[src/rtl/window_fetch3.sv]
// window_fetch3: fetches the 3x3 neighbourhood of an event address from a 1-cycle-latency frame memory and
// issues it as one packed window. Define WINDOW_BORDER_REPLICATE_EN to clamp (replicate) borders instead of zero-fill.
module window_fetch3 #(
    parameter int DATA_WIDTH = 14,
    parameter int IMG_W      = 128,
    parameter int IMG_H      = 128
) (
    input  logic                    clk,
    input  logic                    rst_n,
    input  logic                    in_event_valid,
    input  logic [15:0]             in_event_addr,
    output logic                    in_event_ready,
    output logic                    mem_rd_en,
    output logic [15:0]             mem_rd_addr,
    input  logic [DATA_WIDTH-1:0]   mem_rd_data,
    input  logic                    window_req,
    output logic [DATA_WIDTH*9-1:0] out_window_value,
    output logic                    out_window_valid,
    output logic [15:0]             out_window_addr,
    output logic                    out_addr_err,
    output logic [15:0]             out_window_count
);

    typedef enum logic [1:0] {S_IDLE, S_FETCH, S_DRAIN, S_ISSUE} state_t;

    // One spare bit over the 9-bit signed range so a 256-wide image still compares correctly.
    localparam logic signed [9:0] LIM_W = 10'(IMG_W);
    localparam logic signed [9:0] LIM_H = 10'(IMG_H);

    state_t                  state, state_nxt;
    logic [3:0]              k;
    logic [7:0]              ev_row, ev_col;
    logic [1:0]              pos_r, pos_c;
    logic signed [9:0]       pr, pc;
    logic                    row_in, col_in, ev_in_range, rd_en;
    logic [7:0]              rd_row, rd_col;
    logic                    pend_wr, pend_rd;
    logic [3:0]              pend_slot;
    logic [DATA_WIDTH-1:0]   slot_q [9];
    logic [DATA_WIDTH*9-1:0] window_packed;

    assign ev_in_range    = (int'(in_event_addr[7:0]) < IMG_W) && (int'(in_event_addr[15:8]) < IMG_H);
    assign in_event_ready = (state == S_IDLE);

    // Window position of the current fetch step: k = 3*r + c.
    assign pos_r = (k >= 4'd6) ? 2'd2 : (k >= 4'd3) ? 2'd1 : 2'd0;
    assign pos_c = 2'(k - ({1'b0, pos_r, 1'b0} + {2'b00, pos_r}));

    assign pr     = $signed({2'b00, ev_row}) + $signed({8'd0, pos_r}) - 10'sd1;
    assign pc     = $signed({2'b00, ev_col}) + $signed({8'd0, pos_c}) - 10'sd1;
    assign row_in = (pr >= 10'sd0) && (pr < LIM_H);
    assign col_in = (pc >= 10'sd0) && (pc < LIM_W);

`ifdef WINDOW_BORDER_REPLICATE_EN
    assign rd_row = row_in ? pr[7:0] : (pr < 10'sd0) ? 8'd0 : 8'(IMG_H - 1);
    assign rd_col = col_in ? pc[7:0] : (pc < 10'sd0) ? 8'd0 : 8'(IMG_W - 1);
    assign rd_en  = (state == S_FETCH);
`else
    assign rd_row = pr[7:0];
    assign rd_col = pc[7:0];
    assign rd_en  = (state == S_FETCH) && row_in && col_in;
`endif

    assign mem_rd_en   = rd_en;
    assign mem_rd_addr = rd_en ? {rd_row, rd_col} : 16'h0000;

    always_comb begin
        // NOTE: every always_comb output gets a default first so no path can infer a latch.
        state_nxt = state;
        case (state)
            S_IDLE:  if (in_event_valid && ev_in_range) state_nxt = S_FETCH;
            S_FETCH: if (k == 4'd8) state_nxt = S_DRAIN;
            S_DRAIN: state_nxt = S_ISSUE;
            S_ISSUE: if (window_req) state_nxt = S_IDLE;
            default: state_nxt = S_IDLE;
        endcase
    end

    always_comb begin
        window_packed = '0;
        for (int i = 0; i < 9; i++) begin
            window_packed[DATA_WIDTH*i +: DATA_WIDTH] = slot_q[i];
        end
    end

    // NOTE: sequential state uses non-blocking assignments so every flop samples pre-edge values.
    always_ff @(posedge clk or negedge rst_n) begin
        if (!rst_n) begin
            state            <= S_IDLE;
            k                <= 4'd0;
            ev_row           <= 8'd0;
            ev_col           <= 8'd0;
            pend_wr          <= 1'b0;
            pend_rd          <= 1'b0;
            pend_slot        <= 4'd0;
            out_window_value <= '0;
            out_window_valid <= 1'b0;
            out_window_addr  <= 16'h0000;
            out_addr_err     <= 1'b0;
            out_window_count <= 16'h0000;
        end else begin
            state            <= state_nxt;
            k                <= (state == S_FETCH) ? k + 4'd1 : 4'd0;
            out_addr_err     <= (state == S_IDLE) && in_event_valid && !ev_in_range;
            out_window_valid <= 1'b0;
            // Read data arrives one cycle after the strobe, so the slot index travels with it.
            pend_wr          <= (state == S_FETCH);
            pend_rd          <= rd_en;
            pend_slot        <= k;
            if (state == S_IDLE && in_event_valid && ev_in_range) begin
                ev_row <= in_event_addr[15:8];
                ev_col <= in_event_addr[7:0];
            end
            if (state == S_ISSUE && window_req) begin
                out_window_valid <= 1'b1;
                out_window_value <= window_packed;
                out_window_addr  <= {ev_row, ev_col};
                out_window_count <= out_window_count + 16'd1;
            end
        end
    end

    // NOTE: the slot array has no reset; all nine slots are rewritten by every fetch before they are issued.
    always_ff @(posedge clk) begin
        if (pend_wr) begin
            slot_q[pend_slot] <= pend_rd ? mem_rd_data : '0;
        end
    end

endmodule
[config.mk]
export PLATFORM = sky130hd
export DESIGN_NAME = window_fetch3
export DESIGN_NICKNAME = d
export VERILOG_FILES = /design/src/rtl/window_fetch3.sv
export SDC_FILE = /design/constraint.sdc
export NUM_CORES = 1
export LEC_CHECK = 0
export CAP_MARGIN = 20
export CORE_ASPECT_RATIO = 1.75
export CORE_MARGIN = 3
export CORE_UTILIZATION = 24
export CTS_CLUSTER_DIAMETER = 40
export DETAILED_ROUTE_END_ITERATION = 16
export GPL_TIMING_DRIVEN = 0
export PLACE_DENSITY_LB_ADDON = 0.3
export SLEW_MARGIN = 5
export SYNTH_ARGS = -nofsm -noshare
export SYNTH_HDL_FRONTEND = slang
export SYNTH_SLANG_ARGS = --single-unit
[constraint.sdc]
create_clock -name clk -period 6.9 [get_ports clk]
set_input_delay 1.725 -clock clk [delete_from_list [all_inputs] [get_ports clk]]
set_output_delay 1.725 -clock clk [all_outputs]
set_load 0.02 [all_outputs]
==> impl_metrics.toml <==
[routing]
post_drt_via_cell_ratio = 4.15
vias = 8299
antenna_left = 0
drc = 0
post_drt_wl_per_cell_microns = 18.3
firstDrtPassIters = 4
first_iter_violations = 396
wl_mm = 36.6

[setup_path]
worst_path_most_repeated_cell = "ha_1"
r2r_slack_ns = 2.69
cp_max_fo = 7
rr_startpoint = "k[1]"
crit_chain = "ha_1 -> o21a_1 -> nor2_2 -> o21ai_2 -> inv_1 -> ha_1 -> ha_1 -> nor2_1 -> xor2_1 -> xnor2_1 -> ha_1 -> inv_1 -> ha_1 -> fa_2 -> a21o_1 -> a221oi_4 -> and4bb_4 -> nor2_2 -> buf_6 -> nor4_2 -> buf_4"
critPathSlowestCell = "dfrtp_2"
start_kind = "flip-flop"
crit_type = "flip-flop to output pin"
max_stage_delay_ns = 0.45
worst-r2r-cell-count = 20
crit_family = "adder cells"
crit_required_ns = 5.18
critPathArrivalTime_ns = 4.92
end_kind = "output pin"
r2r_end = "pend_rd"
critical_path_buf_inv_count = 4

[sta]
slew_viol_final = 0
relSlewSlack_pct = 39.3
fin_ws_ns = 0.252
finalSetupTns_ns = 0
max_freq_mhz = 150
setup_viol = 0
period_minus_slack_ns = 6.65
finalCritPeriodShare_pct = 96.3
rsz0062_at_grt = "yes"
hold_viol = 0
worst_pin_slew_ns = 0.911
clock_skew_ns = 0.0238

[min_path]
hold_path_end = "out_window_value[3]"
hold_depth = 2
min_path_type = "flip-flop to flip-flop"
hp-start = "slot_q[0][3]"

[global_routing]
grt_max_degree = 105
overflow = 0
grt_pass1_wl_mm = 55.3
grt_pass1_vias = 8950
grt_usage_pct = 13.7
antenna_found_initial = 0

[die]
die_w_microns = 176
coreArea_sq_mm = 0.0499
die_h_microns = 304
start_util_pct = 24.4
die_area_sq_mm = 0.0535
boundaryPins = 212
rows = 108

[final_layout]
fill_cells = 4991
drive_above_1_share_pct = 10.2
fin_nets = 1377
fin_util_pct = 33.6
synthToLayoutAreaGrowth_pct = 37.8
multiInputGateArea_sq_mm = 0.00345
final-seq-area_sq_mm = 0.00849
num_antenna_cells = 0

[power_and_ir_drop]
p_seq_share_pct = 33.9
p_sw_mw = 3.09
pwr-share-comb_pct = 39.1
netSwitchingFraction_pct = 37.3
leakage_nw = 7.07
powerDensity_mw_per_mm2 = 494
clock_power_share_pct = 27.0
vdd_drop_max_uv = 233
internal-power_mw = 5.18

[clocking]
holdBufCountCts = 0
clock_latency_ns = 0.54
h-tree-depth = 2
tritoncts = "yes"
cts_sinks = 314
cts_root_buffer = "clkbuf_16"
clockBufferDepth = 3
cts_buffers = 41
clk_pin_slew_ns = 0.06

[flow_run]
maxCapViolations = 0

[placed_design]
port_buffers = 209
hpwl_mm = 26.3
preCtsSetupSlack_ns = -0.0466
gp_congestion = 0.770

[synth]
ys_ff_latch = 314
async_flop_share_pct = 59.9
synth_cell_types = 55
ys_warn_count = 0
yosysTopAreaCell = "dfrtp_1"
yosys.area.top_type_share_pct = 38.7
synth.most_common_cell = "nand2_1"
synth.area.top_cells = "dfrtp_1 39%, edfxtp_1 31%, nand2_1 13%, ha_1 3.4%, xnor2_1 1.5%"
syn_inst = 1039
yosysSeqAreaShare_pct = 69.9
synth_edf_count = 126
yosys-top-cells-count = "421 x nand2_1, 188 x dfrtp_1, 126 x edfxtp_1"
mappedNetlistArea_sq_mm = 0.0121
post_synth.cell_area_avg_sq_um = 11.7
synth_ff_type = "dfrtp_1"

[status]
status = "finished, final reports clean"
==> cells in the final DEF (no fill, tap or decap), types with 4 or more instances in the layout <==
cell and n:
nand2_1 421, clkdlybuf4s50_1 193, dfrtp_1 187, edfxtp_1 126
clkbuf_16 42, clkbuf_1 35, ha_1 33, inv_1 32
o21ai_1 22, o21ai_0 21, xnor2_1 21, buf_4 18
and2_1 17, nor2_1 11, nand3_1 10, nor3_1 9
nor2_2 8, inv_8 7, xor2_1 6, nor4_2 6
a21o_1 5, buf_6 5, a21oi_1 5, bufinv_16 5
and3_1 4, nand3b_1 4, buf_2 4, nor3_2 4
clkinv_2 4, clkinv_4 4, buf_8 4, dlygate4sd2_1 4
==> worst min-delay path, cell delays in order, from the launching register on <==
cell      delay (ns)
edfxtp_1        0.32
nand2_1         0.05
nand2_1         0.05
==> power by group through the flow <==
stage	Clock, mW	Sequential [mW]	Combinational [mW]
after CTS	2.30	2.82	3.24
final	2.23	2.81	3.23
after floorplan	0	3.25	1.32
after detailed placement	0	2.85	3.20
after global routing	2.37	2.87	3.56
after global placement	0	2.85	3.13
==> metal layers <==
metal / wire [microns] / global-route usage (%)
met1: 13600 / 14.9
met2: 19600 / 25.6
met3: 2150 / 3.14
met4: 1290 / 5.22
met5: 0 / 0
==> stage by stage <==
stage                     hold WS, ns  power, mW  std cells  area [sq um]
final                           0.425       8.26       2000         16700
after global routing            0.442       8.80       2000         16700
after CTS                       0.422       8.36       1994         16700
after detailed placement        0.423       6.05       1917         15200
after global placement          0.419       5.98       1909         15100
after floorplan                 0.415       4.57       1040         12200
==> layout make-up <==
class                   instances  area share, %
clock inverters                28           2.11
clock buffers                  47           6.51
inverters                      35          0.785
plain buffers                  40           1.00
repair buffers                225           13.4
well taps                     660           4.93
multi-input cells             651           20.6
flip-flops and latches        314           50.7
==> worst max path at each step <==
stage	startpoint	end	slack [ns]	depth (start not counted)
final	k[1]	mem_rd_addr[4]	0.25	21
after floorplan	k[1]	mem_rd_addr[14]	0.80	19
after CTS	k[1]	mem_rd_addr[0]	0.008	21
after detailed placement	k[0]	mem_rd_en	-0.05	22
after global routing	k[0]	mem_rd_addr[13]	-0.02	22
after global placement	rst_n	out_window_value[29]	-4.41	1
==> state kept, by name, indices dropped and copies added (netlist names), 2 cells and up <==
name,count
out_window_count,16
out_window_addr,16
k,4
ev_col,8
out_window_value,126
ev_row,8
pend_slot,4
slot_q,126
state,2
==> cell families after synthesis <==
family,Yosys count,share of synthesized area (%)
and+or+nand+nor,515,18.0
DFF,314,69.9
buffers and inverters,75,2.46
AOI/OAI and AO/OA,71,3.91
adders and majority gates,35,3.73
xor gates and xnor gates,27,1.95
other,1,0.0309
muxes,1,0.0824
==> timing repair <==
item,4_1_cts,5_1_grt
pin swaps,1,7
resized for setup,58,21
endpoints found under the setup margin,15,15
setup buffers,2,5
gates cloned,0,1
No activity file was read; power rests on OpenSTA's default activity.
